[config.mk]
export PLATFORM = sky130hd
export DESIGN_NAME = eb_fifo
export DESIGN_NICKNAME = d
export VERILOG_FILES = /design/src/rtl/eb_fifo.sv
export SDC_FILE = /design/constraint.sdc
export NUM_CORES = 1
export LEC_CHECK = 0
export CAP_MARGIN = 0
export CORE_AREA = 2 2 102 104
export DETAILED_ROUTE_END_ITERATION = 10
export DIE_AREA = 0 0 104 106
export MAX_ROUTING_LAYER = met4
export PLACE_DENSITY = 0.86
export SLEW_MARGIN = 10
export SYNTH_ARGS = -nofsm -noshare
export SYNTH_HDL_FRONTEND = slang
export SYNTH_SLANG_ARGS = --single-unit
[constraint.sdc]
create_clock -name clk -period 2.19 [get_ports clk]
set_input_delay 0.3285 -clock clk [delete_from_list [all_inputs] [get_ports clk]]
set_output_delay 0.3285 -clock clk [all_outputs]
set_load 0.05 [all_outputs]
[src/rtl/eb_fifo.sv]
// Elastic valid/ready FIFO stage: DEPTH entries, registered t_ready (no i_ready -> t_ready path),
// occupancy/almost-full report and synchronous flush.
module eb_fifo #(
    parameter int DWIDTH = 32,
    parameter int DEPTH  = 4,
    parameter int AFULL  = DEPTH - 1,
    parameter int CW     = $clog2(DEPTH + 1)
) (
    input  logic              clk,
    input  logic              rstf,
    input  logic [DWIDTH-1:0] t_data,
    input  logic              t_valid,
    output logic              t_ready,
    output logic [DWIDTH-1:0] i_data,
    output logic              i_valid,
    input  logic              i_ready,
    input  logic              flush,
    output logic [CW-1:0]     count,
    output logic              almost_full
);

    localparam int PW = (DEPTH > 1) ? $clog2(DEPTH) : 1;
    localparam logic [CW-1:0] FULL_CNT = CW'(DEPTH);
    localparam logic [CW-1:0] AF_CNT   = CW'(AFULL);
    localparam logic [PW-1:0] LAST_PTR = PW'(DEPTH - 1);

    logic [DWIDTH-1:0] mem [DEPTH];
    logic [PW-1:0]     wp;
    logic [PW-1:0]     rp;
    logic [CW-1:0]     cnt;
    logic [CW-1:0]     cnt_next;
    logic              tr_q;
    logic              af_q;
    logic              push;
    logic              pop;

    // Pointers wrap at DEPTH, which need not be a power of two.
    function automatic logic [PW-1:0] ptr_inc(input logic [PW-1:0] p);
        return (p == LAST_PTR) ? '0 : p + PW'(1);
    endfunction

    assign t_ready     = tr_q & ~flush;
    assign i_valid     = (cnt != '0);
    assign push        = t_valid & t_ready;
    assign pop         = i_valid & i_ready;
    assign i_data      = mem[rp];
    assign count       = cnt;
    assign almost_full = af_q;

    always_comb begin
        cnt_next = cnt;
        if (flush) begin
            cnt_next = '0;
        end else if (push && !pop) begin
            cnt_next = cnt + CW'(1);
        end else if (!push && pop) begin
            cnt_next = cnt - CW'(1);
        end
    end

    // t_ready comes from the next occupancy, so a full buffer stays closed
    // for the cycle of a pop and reopens on the following one.
    always_ff @(posedge clk) begin
        if (!rstf) begin
            wp   <= '0;
            rp   <= '0;
            cnt  <= '0;
            tr_q <= 1'b0;
            af_q <= 1'b0;
        end else begin
            cnt  <= cnt_next;
            tr_q <= (cnt_next != FULL_CNT);
            af_q <= (cnt_next >= AF_CNT);
            if (flush) begin
                wp <= '0;
                rp <= '0;
            end else begin
                if (push) wp <= ptr_inc(wp);
                if (pop)  rp <= ptr_inc(rp);
            end
        end
    end

    always_ff @(posedge clk) begin
        if (rstf && push) begin
            mem[wp] <= t_data;
        end
    end

endmodule
**Word level (Yosys, flattened, before mapping)**

Memories as Yosys holds them, arrays and structs flattened. A register that Yosys moved wholly into a read port is not among the register bits.
Cells that the tools add are included.

- Register bits after elaboration: 9
- Bits in writable memories: 128
- Input bits: 37
- Memories kept: 1

Memory list:

| memory | words | bits a word | rd ports | clocked after Yosys merged registers in | wr ports | line | RTL |
|---|---|---|---|---|---|---|---|
| mem | 4 | 32 | 1 | 1 | 1 | 27 | `logic [DWIDTH-1:0] mem [DEPTH];` |

- Add/subtract/negate cells: 4
- Order comparisons: 1
- Eq/ne operators: 3
- Muxes and demuxes: 9
- Bitwise operators: 5
- Reductions and logical operators: 7

Operators by type and width:

| cell | number |
|---|---|
| 3-bit 2-to-1 mux | 3 |
| 2-bit 2-to-1 mux | 4 |
| 2-bit by 1-bit adder with 2-bit output (second input constant) | 2 |
| 2-bit == test (second input constant) | 2 |
| 3-bit by 1-bit adder with 3-bit output (second input constant) | 1 |
| 1-bit AND | 3 |
| 3-bit by 2-bit greater-or-equal comparator with 1-bit output (second input constant) | 1 |
| 1-bit logical AND | 3 |
| 3-bit inequality test (second input constant) | 1 |
| 3-bit nonzero test | 1 |
| 3-bit by 1-bit subtractor with 3-bit output (second input constant) | 1 |
| 1-bit logical NOT | 2 |
| 1-bit 2-to-1 mux | 2 |
| 1-bit inverter | 2 |
| 2-bit OR reduction | 1 |

**Logic depth before layout (Yosys ltp)**

- Depth after elaboration: 9
- Mapped depth: 7

**Least setup slack after synthesis**

No wires, ideal clock.

- Path type: input to register
- Start: input port flush
- End: memory mem[0][0], enable pin
- Data arrival time: 1.902 ns
- Slack: -0.104 ns
- Stages: 3
- Buffers on the path: 0
- Cells stage by stage: and2b_1 > and2_1 > and3_1

- Longest elaborated chain between the ends: 6

Ends and longest elaborated chain:

| element | line | RTL |
|---|---|---|
| start: declaration | 17 | `input logic flush,` |
| 1-bit inverter | 42 | `assign t_ready = tr_q & ~flush;` |
| 1-bit AND | 42 |  |
| 1-bit AND | 44 | `assign push = t_valid & t_ready;` |
| 1-bit logical AND | 85 | `if (rstf && push) begin` |
| 1-bit 2-to-1 mux | 85 |  |
| 1-bit 2-to-1 mux (not written as such) | 86 | `mem[wp] <= t_data;` |
| end: declaration | 27 |  |

Every way passes these cells.

==> results.md <==
- Status: finished, final reports clean
- Crit-path max cell delay: 0.56 ns
- NetSw: 1.21 mW
- Slew headroom: 66.6%
- Post-synthesis register bit count: 139
- Yosys top cell by area: edfxtp_1
- DRT Pass-1 Iters: 4
- Register area: 4070 um2
- Post-route worst hold slack: 0.453 ns
- Sw Ratio: 20.2%
- Startpoint types: flip-flop
- Syn nets: 276
- Fillers: 629
- Layout net count: 376
- Final Cycle Share: 98.0%
- Later-pin clock latency in the skew report: 0.51 ns
- Via density: 5.36
- Final setup viols: 0
- Synth top area share: 73.8%
- Num CTS Buffers: 17
- Logic pwr share: 4.6%
- Vias after detailed routing: 2573
- Share of cells above drive strength 1: 34.3%
- Max FO, Critical Path: 12
- FMAX: 0.466 GHz
- Critical path arrival: 1.82 ns
- Area delta synth->final: 33.1%
- Post-DP HPWL: 6260 um
- Largest cells by area after synthesis: edfxtp_1 74%, mux4_2 14%, dfxtp_1 4.2%, ha_1 1.9%, a21oi_1 0.48%
- CTS max path bufs: 2
- Initial antenna violation count: 0
- Clock share of power: 46.7%
- Drc violations: 0
- Critical Path RT: 1.86 ns
- Leakage: 2.35 nW
- Critical path type: reg -> out
- CTS Root Cell: clkbuf_8
- Sequential power share: 48.7%
- Initial DRC count: 121
- Commonest cells post-synth: 128 x edfxtp_1, 32 x mux4_2, 11 x dfxtp_1, 8 x ha_1, 6 x inv_1
- TNS Setup: 0 ns
- Final Critical Period: 2.15 ns
- Clock Pin Slew Worst Setup and Hold Paths: 0.06 ns
- First-pass GRT wire length: 15200 um
- Die ar.: 11000 um2
- RD Place Congestion: 0.779
- Worst min path class: in -> reg
- I/O pin total: 75
- Total GRT Usage: 19.4%
- Top-count cell post-synth: edfxtp_1
- Post-Syn Area: 5200 um2
- Worst slew pin tran: 0.499 ns
- Max Slew Vio Count: 0
- Synth Instances: 231
- Number of flops mapped to enable cells by yosys: 128
- Sequential area share after synthesis: 78.1%
- Worst setup EP type: primary output
- Largest net degree at the start of global routing: 21
- Multi-input gate area: 1090 um2
- Chip height: 106 um
- Final global-route overflow total: 0
- ANT nets after route: 0
- Ys Warns: 0
- Synth unique cells: 28
- Total clock sinks: 139
- CTS tree: built
- Cells along the critical path: buf_12 -> mux4_2 -> buf_6
- RSZ-0062 raised after global routing: true
- WL final: 9720 um
- Synth Flop Type: edfxtp_1
- Pwr/cell area: 866 nW/um2
- Avg WL per Cell: 20.2 um
- Clock H-tree levels: 4
- DP Cell Count: 446
- Ys async rst share: 0%
- Syn Area/Cell: 22.5 um2
- Final hold viol count: 0
- Final non-filler cell total: 480
- Final Total Pwr: 6.00 mW
- Antenna fix cells: 0
- Internal Power: 4.79 mW
- PortBufs: 74
- MaxCap Viol Count: 0
- Setup Skew: 0.00940 ns
- Core area: 10000 um2
- Die X-Extent: 104 um
- Number of global-route vias before repair: 2723
- Starting Density: 52.1%
- CP max stage cell: mux4_2
- Num rows: 37
- Peak supply drop: 0.000640 V
[placed cells by master (no fill, tap or decap), types with 2 or more instances in the layout]
master,count
edfxtp_1,128
clkdlybuf4s50_1,40
mux4_2,32
buf_6,18
buf_4,18
clkbuf_16,16
buf_12,12
dfxtp_1,9
ha_1,8
inv_1,6
a21oi_1,5
nor2_1,5
and3_2,4
nand2_1,4
clkinv_4,4
and2_1,3
bufinv_16,3
and2b_1,2
nor3_1,2
nand3_1,2
dfxtp_4,2
clkbuf_1,2
clkinvlp_4,2
[metrics by stage]
step	worst slack, ns	util [%]	cell area [um2]
CTS	0.00395	68.7	6870
floorplan	0.0599	-	5210
finish	0.0430	69.3	6930
global placement	0.104	62.5	6250
detailed placement	0.0606	62.5	6250
global route	-0.0149	69.3	6930
[worst paths after layout]
kind / slack [ns] / cells past startpoint / end / from
max reg2reg: 0.44 / 7 / almost_full / count[1]
max: 0.04 / 3 / i_data[10] / flip-flop
min reg2reg: 0.48 / 2 / flip-flop / rp[1]
min: 0.45 / 1 / mem[1][3] / t_data[3]
[registers in the layout, indices dropped and copies added, names as in the netlist, named ones only]
register	count
count	3
wp	2
tr_q	1
almost_full	1
mem	128
rp	2
[per-layer routing]
layer | track usage, % | wire length, um
met1 | 23.3 | 3920
met2 | 31.7 | 5240
met5 | - | 0
met3 | 5.46 | 459
met4 | 7.24 | 99
[power groups by stage]
stage / sequential [mW] / clock (mW) / combinational, mW
2_1_floorplan: 2.98 / 0 / 0.119
3_3_place_gp: 2.98 / 0 / 0.264
3_5_place_dp: 2.98 / 0 / 0.270
4_1_cts: 2.92 / 2.85 / 0.275
5_1_grt: 2.92 / 2.95 / 0.293
6_report: 2.92 / 2.80 / 0.279
[cells by family after synthesis]
kind of cell	Yosys count	share of synthesized area, %
flip-flops	139	78.1
AND/OR/NAND/NOR	26	3.05
adder cells (fa/ha/maj)	8	1.92
multiplexers	33	14.1
XOR/XNOR	1	0.433
AO/OA/AOI/OAI	11	1.37
buffers and inverters	13	1.01
[worst max-delay path: cells and delay by family (launching register included)]
kind | cells | cell delay (ns)
buf+inv | 2 | 0.35
mux | 1 | 0.56
flops | 1 | 0.40
[final cells by class]
cell class                      count  share of cell area (%)
Multi-Input combinational cell     79                    15.8
Clock inverter                     13                    2.44
Clock buffer                       19                    6.09
Inverter                            6                   0.325
Tap cell                          136                    2.46
Sequential cell                   139                    58.8
Timing Repair Buffer               88                    14.1
[timing repair]
item / in CTS / in global routing
buffers inserted: 2 / 0
hold endpoints to repair: 0 / 0
endpoints found under the setup margin: 29 / 12
resized for setup: 4 / 16
hold buffers: 0 / 0
No activity file was read; power rests on OpenSTA's default activity.
